--- src/rtl/axi_cmd_fifo_pkg.sv ---
// axi_cmd_fifo_pkg: shared mode encodings and sizing helper for the command FIFO
package axi_cmd_fifo_pkg;
  typedef enum int {OUT_FWFT = 0, OUT_REG = 1} out_mode_e;
  typedef enum int {ERR_STICKY = 0, ERR_PULSE = 1} err_mode_e;
  function automatic int cnt_w(input int depth);
    return $clog2(depth + 1);
  endfunction
endpackage

--- src/rtl/axi_cmd_fifo_if.sv ---
// axi_cmd_fifo_if: push/pop requests, write/read data and status flags of the command FIFO
interface axi_cmd_fifo_if #(parameter int WIDTH = 8);
  logic             push_req_n;
  logic             pop_req_n;
  logic [WIDTH-1:0] data_in;
  logic             empty;
  logic             almost_empty;
  logic             half_full;
  logic             almost_full;
  logic             full;
  logic             error;
  logic [WIDTH-1:0] data_out;
  modport master (output push_req_n, pop_req_n, data_in,
                  input empty, almost_empty, half_full, almost_full, full, error, data_out);
  modport slave  (input push_req_n, pop_req_n, data_in,
                  output empty, almost_empty, half_full, almost_full, full, error, data_out);
endinterface

--- src/rtl/axi_cmd_fifo_ram.sv ---
// axi_cmd_fifo_ram: DEPTH x WIDTH register array, one write port, one asynchronous read port
module axi_cmd_fifo_ram #(
  parameter int WIDTH = 8,
  parameter int DEPTH = 4,
  parameter int AW    = 2
) (
  input  logic             clk,
  input  logic             we,
  input  logic [AW-1:0]    waddr,
  input  logic [WIDTH-1:0] wdata,
  input  logic [AW-1:0]    raddr,
  output logic [WIDTH-1:0] rdata
);
  logic [WIDTH-1:0] mem [DEPTH];
  always_ff @(posedge clk)
    if (we) mem[waddr] <= wdata;
  assign rdata = mem[raddr];
endmodule

--- src/rtl/axi_cmd_fifo.sv ---
// axi_cmd_fifo: parametrised single-clock command FIFO with FWFT/registered output and sticky/pulsed error
// Optional output word_count enabled by defining AXI_CMD_FIFO_WORD_COUNT_EN.
module axi_cmd_fifo
  import axi_cmd_fifo_pkg::*;
#(
  parameter int WIDTH    = 8,
  parameter int DEPTH    = 4,
  parameter int AE_LEVEL = 1,
  parameter int AF_LEVEL = 1,
  parameter int OUT_MODE = 0,
  parameter int ERR_MODE = 0
) (
  input logic clk,
  input logic rst_n,
  axi_cmd_fifo_if.slave f
`ifdef AXI_CMD_FIFO_WORD_COUNT_EN
  , output logic [cnt_w(DEPTH)-1:0] word_count
`endif
);
  localparam int CNT_W = cnt_w(DEPTH);
  localparam int PTR_W = $clog2(DEPTH);
  localparam logic [PTR_W-1:0] PTR_LAST = PTR_W'(DEPTH - 1);
  localparam logic [CNT_W-1:0] AE_C = CNT_W'(AE_LEVEL);
  localparam logic [CNT_W-1:0] HF_C = CNT_W'((DEPTH + 1) / 2);
  localparam logic [CNT_W-1:0] AF_C = CNT_W'(DEPTH - AF_LEVEL);
  localparam logic [CNT_W-1:0] FULL_C = CNT_W'(DEPTH);

  if (DEPTH < 2 || AE_LEVEL < 1 || AE_LEVEL > DEPTH - 1 || AF_LEVEL < 1 || AF_LEVEL > DEPTH - 1) begin : g_bad_param
    $error("axi_cmd_fifo: illegal DEPTH/AE_LEVEL/AF_LEVEL");
  end

  logic [PTR_W-1:0] wr_ptr, rd_ptr;
  logic [CNT_W-1:0] count;
  logic [WIDTH-1:0] rdata, dreg;
  logic             err, pop_ok, push_ok, ovf, unf;

  assign pop_ok  = !f.pop_req_n && !f.empty;
  assign push_ok = !f.push_req_n && (!f.full || pop_ok);
  assign ovf     = !f.push_req_n && f.full && !pop_ok;
  assign unf     = !f.pop_req_n && f.empty;

  axi_cmd_fifo_ram #(.WIDTH(WIDTH), .DEPTH(DEPTH), .AW(PTR_W)) u_ram (
    .clk   (clk),
    .we    (push_ok),
    .waddr (wr_ptr),
    .wdata (f.data_in),
    .raddr (rd_ptr),
    .rdata (rdata)
  );

  always_ff @(posedge clk)
    if (!rst_n) begin
      wr_ptr <= '0;
      rd_ptr <= '0;
      count  <= '0;
      err    <= 1'b0;
      dreg   <= '0;
    end else begin
      if (push_ok) wr_ptr <= wr_ptr == PTR_LAST ? '0 : wr_ptr + PTR_W'(1);
      if (pop_ok) rd_ptr <= rd_ptr == PTR_LAST ? '0 : rd_ptr + PTR_W'(1);
      if (push_ok != pop_ok) count <= push_ok ? count + CNT_W'(1) : count - CNT_W'(1);
      err <= ERR_MODE == ERR_PULSE ? (ovf | unf) : (err | ovf | unf);
      if (pop_ok) dreg <= rdata;
    end

  assign f.empty        = count == '0;
  assign f.almost_empty = count <= AE_C;
  assign f.half_full    = count >= HF_C;
  assign f.almost_full  = count >= AF_C;
  assign f.full         = count == FULL_C;
  assign f.error        = err;
  // Empty FWFT output is masked so reset presents zero despite the unreset array
  assign f.data_out     = OUT_MODE == OUT_REG ? dreg : (f.empty ? '0 : rdata);
`ifdef AXI_CMD_FIFO_WORD_COUNT_EN
  assign word_count = count;
`endif
endmodule

--- src/flat_wrapper.sv ---
// flat-port wrapper written by rule: the top's interface ports become plain ports
module axi_cmd_fifo_flat import axi_cmd_fifo_pkg::*;
#(
  parameter int WIDTH    = 8,
  parameter int DEPTH    = 4,
  parameter int AE_LEVEL = 1,
  parameter int AF_LEVEL = 1,
  parameter int OUT_MODE = 0,
  parameter int ERR_MODE = 0
)
  (clk, rst_n, f_push_req_n, f_pop_req_n, f_data_in, f_empty, f_almost_empty, f_half_full, f_almost_full, f_full, f_error, f_data_out);
  axi_cmd_fifo_if #(.WIDTH(WIDTH)) f_i ();
  input logic clk;
  input logic rst_n;
  input wire logic [$bits(f_i.push_req_n)-1:0] f_push_req_n;
  input wire logic [$bits(f_i.pop_req_n)-1:0] f_pop_req_n;
  input wire logic [$bits(f_i.data_in)-1:0] f_data_in;
  output wire logic [$bits(f_i.empty)-1:0] f_empty;
  output wire logic [$bits(f_i.almost_empty)-1:0] f_almost_empty;
  output wire logic [$bits(f_i.half_full)-1:0] f_half_full;
  output wire logic [$bits(f_i.almost_full)-1:0] f_almost_full;
  output wire logic [$bits(f_i.full)-1:0] f_full;
  output wire logic [$bits(f_i.error)-1:0] f_error;
  output wire logic [$bits(f_i.data_out)-1:0] f_data_out;
  assign f_i.push_req_n = f_push_req_n;
  assign f_i.pop_req_n = f_pop_req_n;
  assign f_i.data_in = f_data_in;
  assign f_empty = f_i.empty;
  assign f_almost_empty = f_i.almost_empty;
  assign f_half_full = f_i.half_full;
  assign f_almost_full = f_i.almost_full;
  assign f_full = f_i.full;
  assign f_error = f_i.error;
  assign f_data_out = f_i.data_out;
  axi_cmd_fifo #(.WIDTH(WIDTH), .DEPTH(DEPTH), .AE_LEVEL(AE_LEVEL), .AF_LEVEL(AF_LEVEL), .OUT_MODE(OUT_MODE), .ERR_MODE(ERR_MODE)) u_core (.clk(clk), .rst_n(rst_n), .f(f_i));
endmodule
--- config.mk ---
export PLATFORM = sky130hd
export DESIGN_NAME = axi_cmd_fifo_flat
export DESIGN_NICKNAME = d
export VERILOG_FILES = /design/src/rtl/axi_cmd_fifo_pkg.sv /design/src/rtl/axi_cmd_fifo_if.sv /design/src/rtl/axi_cmd_fifo_ram.sv /design/src/rtl/axi_cmd_fifo.sv /design/src/flat_wrapper.sv
export SDC_FILE = /design/constraint.sdc
export NUM_CORES = 1
export LEC_CHECK = 0
export CORE_UTILIZATION = 48
export DETAILED_ROUTE_END_ITERATION = 6
export PLACE_DENSITY = 0.76
export RECOVER_POWER = 100
export SYNTH_ARGS = -nofsm -noshare
export SYNTH_HDL_FRONTEND = slang
export SYNTH_SLANG_ARGS = --single-unit
--- constraint.sdc ---
create_clock -name clk -period 1.7 [get_ports clk]
set_input_delay 0.425 -clock clk [delete_from_list [all_inputs] [get_ports clk]]
set_output_delay 0.425 -clock clk [all_outputs]
set_load 0.03 [all_outputs]
[Word-level counts from Yosys, hierarchy flattened]
Memories as Yosys holds them, arrays and structs flattened. A register that Yosys moved wholly into a read port is not among the register bits.
Index checks and enable logic that the tools add are counted.
Storage, ports and cells
  register bits after elaboration: 8
  bits in latches: 0
  bits in writable memories: 32
  memory bits (read-only): 0
  input port bits: 12
  memories kept: 1
Memory list
  u_core.u_ram.mem: depth 4, width 8, rd ports 1, clocked after memory_dff 1, write ports 1, line axi_cmd_fifo_ram.sv:14  | logic [WIDTH-1:0] mem [DEPTH];
Operators by class
  $add $sub $neg: 4
  $mul: 0
  divide/modulo/power cells: 0
  magnitude comparators: 3
  equal/unequal tests: 4
  shifts and indexed selects: 0
  multiplexer cells: 8
  bitwise logic cells: 2
  reduce and logical (&&, ||, !) cells: 12
Operator list (number)
  $mux 2: 4
  $mux 8: 1
  $ge 3x2->1 const B: 2
  $logic_and 1x1->1: 5
  $logic_not 1->1: 5
  $add 2x1->2 const B: 2
  $eq 2x2->1 const B: 2
  $add 3x1->3 const B: 1
  $eq 3x3->1 const B: 1
  $le 3x1->1 const B: 1
  $logic_not 3->1: 1
  $mux 3: 1
  $sub 3x1->3 const B: 1
  $mux 1: 2
  $or 1x1->1: 2
  $logic_or 1x1->1: 1
  $ne 1x1->1: 1

[Logic depth before layout (Yosys ltp)]
  depth in word-level cells: 7
  gate-level depth with buffers: 7
  gate-level depth less buffers: 7

[Cells and area by module]
Synthesis repeated with hierarchy kept, for this count alone.
Unflattened totals
  cells, all modules: 129
  area total of the unflattened synthesis: 1851.8 um2
Modules (own cells, without submodules)
  axi_cmd_fifo_ram: times used 1, cells each 46, area each 1188.6 um2
  axi_cmd_fifo: times used 1, cells each 83, area each 663.1 um2

[Least setup slack after synthesis]
OpenSTA, ideal clock, no wires.
  path kind: register -> register
  from: register u_core.count[1]
  to: memory u_core.u_ram.mem[0][0], enable pin
  setup time: 0.332 ns
  arrival time: 1.453 ns
  required time: 1.368 ns
  slack: -0.084 ns
  cell stages (with the launch flop): 5
  clock period less this slack: 1.784 ns
  cells stage by stage: dfxtp_1 -> inv_1 -> ha_1 -> a31oi_1 -> and2_1
On the way
  longest elaborated chain between the ends: 7
RTL lines
  from (decl): line axi_cmd_fifo.sv:33  | logic [CNT_W-1:0] count;
  from (signal assigned): line axi_cmd_fifo.sv:61  | if (push_ok != pop_ok) count <= push_ok ? count + CNT_W'(1) : count - CNT_W'(1);
  $logic_not 3->1: line axi_cmd_fifo.sv:66  | assign f.empty = count == '0;
  $logic_not 1->1: line axi_cmd_fifo.sv:37  | assign pop_ok = !f.pop_req_n && !f.empty;
  $logic_and 1x1->1: line axi_cmd_fifo.sv:37
  $logic_or 1x1->1 *: line axi_cmd_fifo.sv:38  | assign push_ok = !f.push_req_n && (!f.full || pop_ok);
  $logic_and 1x1->1 *: line axi_cmd_fifo.sv:38
  $mux 1 *: line axi_cmd_fifo_ram.sv:16  | if (we) mem[waddr] <= wdata;
  $mux 1 (implied by the code) *: line axi_cmd_fifo_ram.sv:16
  to (decl): line axi_cmd_fifo_ram.sv:14
Mark *: on every way between the ends. The rest lies on a longest branch, timed or not.

==> impl_metrics.toml <==
[final_layout]
fin_util_pct = 73.5
nets = 220
diodes = 0
final_layout_size_suffix_gt1_share_pct = 44.9
fillers = 232
area_delta_synth_final_pct = 43.9
design_area_um2 = 2730

[sta]
max_slew_margin_pct = 79.9
period_minus_slack_ns = 1.98
tightest_slew_ns = 0.303
setup_viol = 28
hold_violations = 0
worst_slack_ns = -0.280
max_freq_mhz = 505
rsz0062_at_grt = "yes"
finalMaxSlewViolations = 0
finClkSkew_ns = 0.00845
fin_crit_sh_pct = 116

[grt]
grt_max_degree = 14
antenna_found_initial = 0
grt_pass1_vias = 1333
grt_overflow = 0
grt_pass1_wl_um = 6270
track_usage_pct = 21.2

[worst_setup_path]
path_buf_inv = 2
worst_setup_path_end_kind = "output port"
reg2reg_depth = 7
max_stage_delay_ns = 0.50
rrSetupSlack_ns = -0.05
reg2reg_from = "u_core.count[1]$_SDFFE_PN0P_"
crit_path_cell_trace = "buf_6 -> mux4_2 -> and2_4 -> buf_6"
critPathLaunchType = "flop"
crit_path_end = "f_data_out[2]"
arrival_ns = 1.56
critPathSlowestCell = "mux4_2"
r2r-end = "u_core.count[2]$_SDFFE_PN0P_"
cp.depth = 4
cpMostUsedCell = "buf_6"
critPathMaxFanout = 4
required_ns = 1.27
path_class = "flop to output port"
path_delay_family = "multiplexers"

[detailed_routing]
first_iter_violations = 47
wl_per_cell_um = 16.8
routed_wl_um = 4120
viasPerCell = 5.45
ant_nets = 0
route.detailed.drc = 0
vias = 1341
first_pass_iters = 4

[synthesis]
syn_area_um2 = 1900
synth_edf_count = 32
yosys.area.top_type = "edfxtp_1"
synth_top_area_share_pct = 50.6
synth_cells = 138
syn_nets = 161
avgSynthCellArea_um2 = 13.8
yosysMostFrequentCell = "edfxtp_1"
ys_seq_elements = 42
yosysSeqAreaShare_pct = 61.2
synth_area_leaders = "edfxtp_1 51%, dfxtp_1 11%, mux4_2 9.5%"
synth.distinct_cells = 26
async_reset_ff_share_pct = 0
synth_warnings = 0
synthTopCellsByCount = "32 x edfxtp_1, 13 x and2_1, 11 x ha_1"
synth_ff_type = "edfxtp_1"

[pwr]
swShare_pct = 35.3
p_leak_nw = 1.05
pwr-share-clk_pct = 15.0
p_per_area_nw_per_um2 = 1500
seq_power_share_pct = 31.2
comb_power_share_pct = 53.8
power_switching_mw = 1.44
ir_worst_vdd_mv = 0.790
internal_power_mw = 2.65

[placement]
post-place-ws_ns = -0.491
portBuffers = 25
place_hpwl_um = 2440
gp_congestion = 0.825
place_area_um2 = 2400

[floorplan]
ios = 26
dieArea_um2 = 4210
core_area_um2 = 3720
rows = 22
die_y_um = 64.9
start_util_pct = 51.1
die_x_um = 64.9

[flow_run]
cap_violations = 0

[clocking]
cts.sinks = 42
clock_tree.root_cell = "clkbuf_8"
htreeDepth = 2
insertion_delay_ns = 0.30
tritoncts = "yes"
clockBufferDepth = 2
clk_pin_slew_ns = 0.08
numCtsBuffers = 5

[status]
violations = "setup timing"
outcome = "finished with violations"

[hold_path]
hp-class = "flop to flop"
## tightest hold or removal path, stage by stage, from the launching register on
cell and delay (ns):
dfxtp_1 0.33, a21oi_1 0.04, nor2b_1 0.10
## placed cells by master, fill, tap and decap left out, types with 4 or more instances in the layout
master / count
a21oi_1: 7
and2_0: 4
and2_4: 9
buf_4: 19
buf_6: 20
clkbuf_8: 5
dfxtp_1: 7
dlygate4sd3_1: 8
edfxtp_1: 32
ha_1: 6
ha_4: 5
inv_1: 4
mux4_2: 8
nand2_1: 5
nor2_1: 7
nor2b_1: 5
o21ai_0: 5
## routing by layer
| metal | track usage (%) | wire, um | up-vias |
|---|---|---|---|
| met5 | 0 | 0 | - |
| met4 | 10.0 | 126 | 0 |
| met3 | 7.39 | 199 | 12 |
| met2 | 35.7 | 2180 | 45 |
| met1 | 23.7 | 1620 | 667 |
| li1 | - | - | 617 |
## per-stage QoR
| stage | TNS (ns) | hold WS (ns) | total power, mW | instances |
|---|---|---|---|---|
| after floorplan | -2.91 | 0.472 | 2.20 | 138 |
| after global placement | -6.81 | 0.477 | 2.81 | 228 |
| after detailed placement | -7.91 | 0.484 | 2.85 | 228 |
| after CTS | -2.48 | 0.506 | 3.94 | 243 |
| after global routing | -4.28 | 0.565 | 4.26 | 246 |
| final | -2.79 | 0.507 | 4.09 | 246 |
## worst min path at each step
stage                                   end  cells past startpoint                         start
6_report          u_core.f.error$_SDFF_PN0_                      2     u_core.f.error$_SDFF_PN0_
5_1_grt           u_core.f.error$_SDFF_PN0_                      2     u_core.f.error$_SDFF_PN0_
4_1_cts           u_core.f.error$_SDFF_PN0_                      2     u_core.f.error$_SDFF_PN0_
3_3_place_gp      u_core.f.error$_SDFF_PN0_                      2     u_core.f.error$_SDFF_PN0_
3_5_place_dp      u_core.f.error$_SDFF_PN0_                      2     u_core.f.error$_SDFF_PN0_
2_1_floorplan  u_core.count[0]$_SDFFE_PN0P_                      2  u_core.count[0]$_SDFFE_PN0P_
## final cells by class
class	count	area [um2]	share of cell area, %
Clock inverter	2	10.0	0.366
Tap cell	48	60.1	2.20
Clock buffer	6	72.6	2.66
Inverter	7	26.3	0.962
Multi-Input combinational cell	82	817	29.9
Timing Repair Buffer	59	581	21.3
Sequential cell	42	1160	42.6
## state kept, by name, indices dropped and copies added, names as in the netlist, named ones only
register,cells
u_core.wr_ptr,2
u_core.count,3
u_core.f.error,1
u_core.u_ram.mem,32
u_core.rd_ptr,2
## repair_timing
action / CTS / global route
resized for setup: 105 / 14
hold buffers: 0 / 0
buffers inserted: 7 / 3
pin swaps: 13 / 5
setup endpoints to repair: 51 / 49
## cell families (layout without fill, tap and decap cells)
| kind of cell | Yosys count | after routing | share of synthesized area, % |
|---|---|---|---|
| buf+inv | 14 | 74 | 2.97 |
| compound gates | 24 | 24 | 7.52 |
| mux | 9 | 9 | 10.0 |
| simple gates | 37 | 37 | 10.5 |
| fa+ha+maj | 12 | 12 | 7.78 |
| flops | 42 | 42 | 61.2 |
## power by group through the flow
stage | sequential, mW | combinational [mW] | clock, mW
after CTS | 1.27 | 2.06 | 0.614
after floorplan | 1.29 | 0.914 | 0
after global routing | 1.29 | 2.31 | 0.668
final | 1.28 | 2.20 | 0.613
after global placement | 1.27 | 1.54 | 0
after detailed placement | 1.28 | 1.58 | 0
(Power assumes the default switching activity.)
